`src/rtl/signed_divider_16x8.sv`:
```
// signed_divider_16x8: iterative restoring divider, 16-bit signed dividend by
// 8-bit signed divisor, giving an 8-bit quotient truncated toward zero, an
// 8-bit remainder carrying the dividend's sign, and saturation/div-by-zero flags.
//
// Optional build macro: SIGNED_DIV_EARLY_OUT_EN
//   When defined, a zero dividend or a divisor of magnitude 1 skips the
//   iterative phase. Results are identical either way; only latency changes.
//
// Handshake: a transfer happens on a rising edge where valid && ready are both
// high. Operands are taken only on the in_valid && in_ready edge; the result
// stays valid and stable from out_valid rising until the out_valid && out_ready
// edge. The two handshakes never overlap in the same cycle.
module signed_divider_16x8 #(
    parameter int DIVIDEND_W = 16,
    parameter int DIVISOR_W  = 8
) (
    input  logic                  clk,
    input  logic                  rst,
    input  logic                  in_valid,
    output logic                  in_ready,
    input  logic [DIVIDEND_W-1:0] dividend,
    input  logic [DIVISOR_W-1:0]  divisor,
    output logic                  out_valid,
    input  logic                  out_ready,
    output logic [DIVISOR_W-1:0]  quotient,
    output logic [DIVISOR_W-1:0]  remainder,
    output logic                  overflow,
    output logic                  div_zero,
    output logic [1:0]            dbg_state
);

    localparam int CNT_W = $clog2(DIVIDEND_W + 1);
    localparam int MAG_W = DIVIDEND_W + 1;   // |dividend|, no wrap for the most negative value
    localparam int DVS_W = DIVISOR_W + 1;    // |divisor|, holds 128 for -128
    localparam int PR_W  = DIVISOR_W + 1;    // partial remainder; borrow is one bit above the trial

    localparam logic [DIVISOR_W-1:0]  SAT_POS = {1'b0, {(DIVISOR_W-1){1'b1}}};
    localparam logic [DIVISOR_W-1:0]  SAT_NEG = {1'b1, {(DIVISOR_W-1){1'b0}}};
    localparam logic [DIVIDEND_W-1:0] POS_LIM = {{(DIVIDEND_W-DIVISOR_W){1'b0}}, SAT_POS};
    localparam logic [DIVIDEND_W-1:0] NEG_LIM = {{(DIVIDEND_W-DIVISOR_W){1'b0}}, SAT_NEG};

    typedef enum logic [1:0] {
        IDLE = 2'd0,
        CALC = 2'd1,
        FIX  = 2'd2,
        DONE = 2'd3
    } state_t;

    state_t                state_q, state_d;
    logic [MAG_W-1:0]      dvd_mag_q, dvd_mag_d;
    logic [DVS_W-1:0]      dvs_mag_q, dvs_mag_d;
    logic                  dvd_sign_q, dvd_sign_d;
    logic                  dvs_sign_q, dvs_sign_d;
    logic                  zero_q, zero_d;
    logic [PR_W-1:0]       prem_q, prem_d;
    logic [DIVIDEND_W-1:0] qmag_q, qmag_d;
    logic [CNT_W-1:0]      cnt_q, cnt_d;
    logic                  in_ready_q, in_ready_d;
    logic                  out_valid_q, out_valid_d;
    logic [DIVISOR_W-1:0]  quotient_q, quotient_d;
    logic [DIVISOR_W-1:0]  remainder_q, remainder_d;
    logic                  overflow_q, overflow_d;
    logic                  div_zero_q, div_zero_d;

    // Operand magnitudes, formed one bit wider than the operands
    logic [MAG_W-1:0] dvd_ext, dvd_abs;
    logic [DVS_W-1:0] dvs_ext, dvs_abs;
    assign dvd_ext = {dividend[DIVIDEND_W-1], dividend};
    assign dvd_abs = dividend[DIVIDEND_W-1] ? -dvd_ext : dvd_ext;
    assign dvs_ext = {divisor[DIVISOR_W-1], divisor};
    assign dvs_abs = divisor[DIVISOR_W-1] ? -dvs_ext : dvs_ext;

    // One restoring step: shift in the next dividend bit, trial-subtract |divisor|
    logic [PR_W:0]   shifted;
    logic [PR_W+1:0] trial;
    logic            borrow;
    logic [PR_W-1:0] step_rem;
    logic            unused_trial_bit;
    assign shifted  = {prem_q, dvd_mag_q[DIVIDEND_W-1]};
    assign trial    = {1'b0, shifted} - {2'b00, dvs_mag_q};
    assign borrow   = trial[PR_W+1];
    assign step_rem = borrow ? shifted[PR_W-1:0] : trial[PR_W-1:0];
    // With no borrow the difference is below |divisor| <= 2^(DIVISOR_W), so this bit is zero
    assign unused_trial_bit = trial[PR_W];

    // Sign application and saturation, evaluated from the finished magnitudes
    logic                 res_neg;
    logic                 ovf;
    logic [DIVISOR_W-1:0] qlow, rlow, dlow;
    assign res_neg = dvd_sign_q ^ dvs_sign_q;
    assign ovf     = res_neg ? (qmag_q > NEG_LIM) : (qmag_q > POS_LIM);
    assign qlow    = qmag_q[DIVISOR_W-1:0];
    assign rlow    = prem_q[DIVISOR_W-1:0];
    assign dlow    = dvd_mag_q[DIVISOR_W-1:0];

    // Next-state and datapath register updates for the IDLE/CALC/FIX/DONE sequence
    always_comb begin
        state_d     = state_q;
        dvd_mag_d   = dvd_mag_q;
        dvs_mag_d   = dvs_mag_q;
        dvd_sign_d  = dvd_sign_q;
        dvs_sign_d  = dvs_sign_q;
        zero_d      = zero_q;
        prem_d      = prem_q;
        qmag_d      = qmag_q;
        cnt_d       = cnt_q;
        in_ready_d  = in_ready_q;
        out_valid_d = out_valid_q;
        quotient_d  = quotient_q;
        remainder_d = remainder_q;
        overflow_d  = overflow_q;
        div_zero_d  = div_zero_q;

        case (state_q)
            IDLE: begin
                if (in_valid) begin
                    dvd_mag_d  = dvd_abs;
                    dvs_mag_d  = dvs_abs;
                    dvd_sign_d = dividend[DIVIDEND_W-1];
                    dvs_sign_d = divisor[DIVISOR_W-1];
                    zero_d     = (divisor == '0);
                    prem_d     = '0;
                    qmag_d     = '0;
                    cnt_d      = CNT_W'(DIVIDEND_W);
                    in_ready_d = 1'b0;
                    state_d    = (divisor == '0) ? FIX : CALC;
`ifdef SIGNED_DIV_EARLY_OUT_EN
                    // Trivial quotients: 0 for a zero dividend, |dividend| for |divisor| == 1
                    if ((divisor != '0) && ((dividend == '0) || (dvs_abs == DVS_W'(1)))) begin
                        qmag_d  = dvd_abs[DIVIDEND_W-1:0];
                        state_d = FIX;
                    end
`endif
                end
            end
            CALC: begin
                prem_d    = step_rem;
                qmag_d    = {qmag_q[DIVIDEND_W-2:0], ~borrow};
                dvd_mag_d = dvd_mag_q << 1;
                cnt_d     = cnt_q - 1'b1;
                if (cnt_q == CNT_W'(1)) begin
                    state_d = FIX;
                end
            end
            FIX: begin
                if (zero_q) begin
                    quotient_d  = dvd_sign_q ? SAT_NEG : SAT_POS;
                    remainder_d = dvd_sign_q ? -dlow : dlow;
                    overflow_d  = 1'b0;
                    div_zero_d  = 1'b1;
                end else if (ovf) begin
                    quotient_d  = res_neg ? SAT_NEG : SAT_POS;
                    remainder_d = '0;
                    overflow_d  = 1'b1;
                    div_zero_d  = 1'b0;
                end else begin
                    quotient_d  = res_neg ? -qlow : qlow;
                    remainder_d = dvd_sign_q ? -rlow : rlow;
                    overflow_d  = 1'b0;
                    div_zero_d  = 1'b0;
                end
                out_valid_d = 1'b1;
                state_d     = DONE;
            end
            DONE: begin
                if (out_ready) begin
                    out_valid_d = 1'b0;
                    in_ready_d  = 1'b1;
                    state_d     = IDLE;
                end
            end
            default: state_d = IDLE;
        endcase
    end

    // All state registers; synchronous reset aborts any division in flight
    always_ff @(posedge clk) begin
        if (rst) begin
            state_q     <= IDLE;
            dvd_mag_q   <= '0;
            dvs_mag_q   <= '0;
            dvd_sign_q  <= 1'b0;
            dvs_sign_q  <= 1'b0;
            zero_q      <= 1'b0;
            prem_q      <= '0;
            qmag_q      <= '0;
            cnt_q       <= '0;
            in_ready_q  <= 1'b1;
            out_valid_q <= 1'b0;
            quotient_q  <= '0;
            remainder_q <= '0;
            overflow_q  <= 1'b0;
            div_zero_q  <= 1'b0;
        end else begin
            state_q     <= state_d;
            dvd_mag_q   <= dvd_mag_d;
            dvs_mag_q   <= dvs_mag_d;
            dvd_sign_q  <= dvd_sign_d;
            dvs_sign_q  <= dvs_sign_d;
            zero_q      <= zero_d;
            prem_q      <= prem_d;
            qmag_q      <= qmag_d;
            cnt_q       <= cnt_d;
            in_ready_q  <= in_ready_d;
            out_valid_q <= out_valid_d;
            quotient_q  <= quotient_d;
            remainder_q <= remainder_d;
            overflow_q  <= overflow_d;
            div_zero_q  <= div_zero_d;
        end
    end

    assign in_ready  = in_ready_q;
    assign out_valid = out_valid_q;
    assign quotient  = quotient_q;
    assign remainder = remainder_q;
    assign overflow  = overflow_q;
    assign div_zero  = div_zero_q;
    assign dbg_state = state_q;

endmodule

```
`config.mk`:
```
export PLATFORM = sky130hd
export DESIGN_NAME = signed_divider_16x8
export DESIGN_NICKNAME = d
export VERILOG_FILES = /design/src/rtl/signed_divider_16x8.sv
export SDC_FILE = /design/constraint.sdc
export NUM_CORES = 1
export LEC_CHECK = 0
export CAP_MARGIN = 15
export CELL_PAD_IN_SITES_DETAIL_PLACEMENT = 0
export CELL_PAD_IN_SITES_GLOBAL_PLACEMENT = 1
export CORE_UTILIZATION = 30
export CTS_CLUSTER_DIAMETER = 120
export DETAILED_ROUTE_END_ITERATION = 7
export GPL_TIMING_DRIVEN = 0
export PLACE_DENSITY = 0.69
export SYNTH_ARGS = -nofsm -noshare
export SYNTH_HDL_FRONTEND = slang
export SYNTH_SLANG_ARGS = --single-unit
```
`constraint.sdc`:
```
create_clock -name clk -period 6.3 [get_ports clk]
set_input_delay 1.89 -clock clk [delete_from_list [all_inputs] [get_ports clk]]
set_output_delay 1.89 -clock clk [all_outputs]
set_load 0.05 [all_outputs]
```
==> impl_metrics.tcl <==
set metrics [dict create \
    status "finished clean" \
    cts_root_buffer "clkbuf_16" \
    drc 0 \
    synth_warnings 0 \
    finalCritPeriodShare_pct 62.08 \
    fin_skew_ns 0.008673 \
    syn-num-nets 629 \
    critPathMaxStageDelay_ns 0.54 \
    drv_cap 0 \
    critical_path.endpoint "dvd_mag_q[7]" \
    antenna_left 0 \
    synth_mux_area_share_pct 1.293 \
    synth_compound_area_share_pct 26.10 \
    layout-drive-gt1-share_pct 4.206 \
    place_hpwl_um 9880 \
    clkTransAtPathRegs_ns 0.07 \
    insertion_delay_ns 0.34 \
    cts.sinks 80 \
    synthDistinctLibCells 55 \
    cp.arrival_ns 4.18 \
    ys.flop_type "dfxtp_1" \
    cp_slowest_cell "clkdlybuf4s50_1" \
    cts_tree "done" \
    cp_data_required_time_ns 6.57 \
    io_pins 50 \
    grt_pass1_vias 4165 \
    overflow 0 \
    r2r-end "prem_q[0]" \
    core_um2 15150 \
    grt_pass1_wl_um 21330 \
    antenna_found_initial 0 \
    timing.hold.ws_ns 0.4528 \
    drt-wirelength-per-cell_um 15.66 \
    hold_viol 0 \
    ys_seq_elements 80 \
    cts_buffers 9 \
    worstReg2RegStart "dvd_mag_q[15]" \
    synth_top_family_by_area "compound AO/OA/AOI/OAI gates" \
    post-cts-setup-buffer-count 0 \
    grt_setup_unrepaired "no" \
    fmax_mhz 255.7 \
    maxSlewHeadroom_pct 44.63 \
    async_flop_share_pct 0 \
    die_w_um 126.4 \
    yosys.area_share.simple_pct 19.04 \
    synth_area_per_cell_um2 8.010 \
    synth_edf_count 0 \
    start_kind "input port" \
    syn_to_final_growth_pct 22.17 \
    r2r_setup_slack_ns 3.37 \
    holdBufCountCts 0 \
    cts_resized 0 \
    synthXorXnorAreaFrac_pct 7.353 \
    tightest_slew_ns 0.8305 \
    vias_per_cell 5.263 \
    clockBufferDepth 2 \
    port_buffers 45 \
    cp_cell_sequence "clkdlybuf4s50_1 -> nand2b_1 -> clkbuf_1 -> o21a_1 -> clkbuf_1 -> clkbuf_1 -> o211ai_1 -> a21oi_1" \
    finalWeightedCongestion 0.8203 \
    first_pass_iters 5 \
    diodes 0 \
    power_mw 2.449 \
    nNetsFinal 686 \
    initial_utilization_pct 30.67 \
    syn_inst 580 \
    endpoint_kind "flop" \
    finalSetupTns_ns 0 \
    synthAdderAreaFrac_pct 5.817 \
    die-height_um 126.4 \
    track_usage_pct 16.87 \
    synth_seq_area_share_pct 34.47 \
    reg2reg_depth 9 \
    drt_iter0_markers 214 \
    p_leak_nw 2.042 \
    die_area_um2 15990 \
    powerDensity_nw_per_um2 431.4 \
    grt_max_degree 15 \
    wl_um 13000 \
    worst_hold_path_type "reg2reg" \
    cp-startpoint "in_valid" \
    period_minus_slack_ns 3.911 \
    synth_top_cell_by_area "dfxtp_1" \
    path_class "in2reg" \
    ys_top_cells_by_area "dfxtp_1, ha_1, nand2_1" \
    via_count 4368 \
    synth.cell_area_um2 4646 \
    cts_max_level 3 \
    row_count 45 \
    slew_viol_final 0 \
    ir_drop_uv 156.9 \
    netlist.area_leader.share_pct 34.47 \
    setup_violations 0 \
    crit_top_cell "clkbuf_1" \
    cp_max_fo 10 \
]
[how the worst min path moves through the flow]
stage,start,endpoint,slack [ns],cells past startpoint
detailed placement,dvd_mag_q[9],dvd_mag_q[9],0.45,2
global route,dvd_mag_q[9],dvd_mag_q[9],0.49,2
global placement,dvd_mag_q[11],dvd_mag_q[11],0.44,2
floorplan,dvs_mag_q[8],dvs_mag_q[8],0.43,2
CTS,dvd_mag_q[11],dvd_mag_q[11],0.46,2
finish,dvd_mag_q[9],dvd_mag_q[9],0.45,2
[per-layer routing]
metal	GRT usage (%)	routed length, um	vias to the layer above
li1	-	-	2209
met1	22.30	6472	2060
met2	27.66	5871	81
met3	1.940	406	18
met4	7.512	247	0
met5	0	0	-
[worst max-delay path, delay by kind of cell]
kind                   cells  cell delay, ns
AO/OA/AOI/OAI              3            0.51
buffers and inverters      4            1.63
AND/OR/NAND/NOR            1            0.14
[cells by family after synthesis]
logic type / after synthesis
AOI/OAI and AO/OA: 177
xor gates and xnor gates: 39
adders and majority gates: 21
buffers and inverters: 71
DFF: 80
muxes: 6
and+or+nand+nor: 186
[sequential cells by signal (all words and copies together), names as in the netlist, 2 cells and up]
register   count
dvs_mag_q      9
dbg_state      2
prem_q         9
remainder      8
dvd_mag_q     16
cnt_q          5
qmag_q        16
quotient       8
[cells in the mapped netlist (7+ instances only)]
master and instances:
a21oi_1 34, o21ai_0 28, or3_1 7, inv_1 32
xnor2_1 25, nand3_1 7, ha_1 20, a211oi_1 19
dfxtp_1 80, nor3_1 9, nor2b_1 7, nand2b_1 9
nor2_1 54, a22oi_1 25, clkbuf_1 35, o211ai_1 13
nand2_1 63, o31ai_1 10, xor2_1 14, o41ai_1 9
[layout make-up]
type                       count  area [um^2]
buffer                        39        155.1
tap                          188        235.2
fill                        1538         9470
timing repair buffer          46        455.4
multi-input combinational    429         2769
inverter                      32        120.1
clock inverter                 5        86.33
clock buffer                  11        252.7
sequential                    80         1602
[report_power, final]
group,internal [mW],total [mW],switching (mW),leakage (nW)
sequential,0.620,0.722,0.102,0.652
combinational,0.405,1.14,0.732,1.22
clock,0.372,0.590,0.218,0.166
[metrics by stage]
stage | util (%) | cell area [um^2] | setup WS, ns | cells
floorplan | - | 4646 | 2.804 | 580
global placement | 35.20 | 5331 | 2.029 | 813
detailed placement | 35.20 | 5331 | 1.995 | 813
CTS | 37.44 | 5670 | 2.356 | 829
global route | 37.47 | 5675 | 2.206 | 830
finish | 37.47 | 5675 | 2.389 | 830
[layout by cell type, fill, tap and decap left out, types with 10 or more instances in the layout]
master	instances
a211oi_1	19
a21oi_1	34
a22oi_1	25
clkbuf_1	35
clkdlybuf4s50_1	45
dfxtp_1	80
ha_1	20
inv_1	32
nand2_1	63
nor2_1	54
o211ai_1	13
o21ai_0	28
o31ai_1	10
xnor2_1	25
xor2_1	14
No activity file was read; power rests on OpenSTA's default activity.
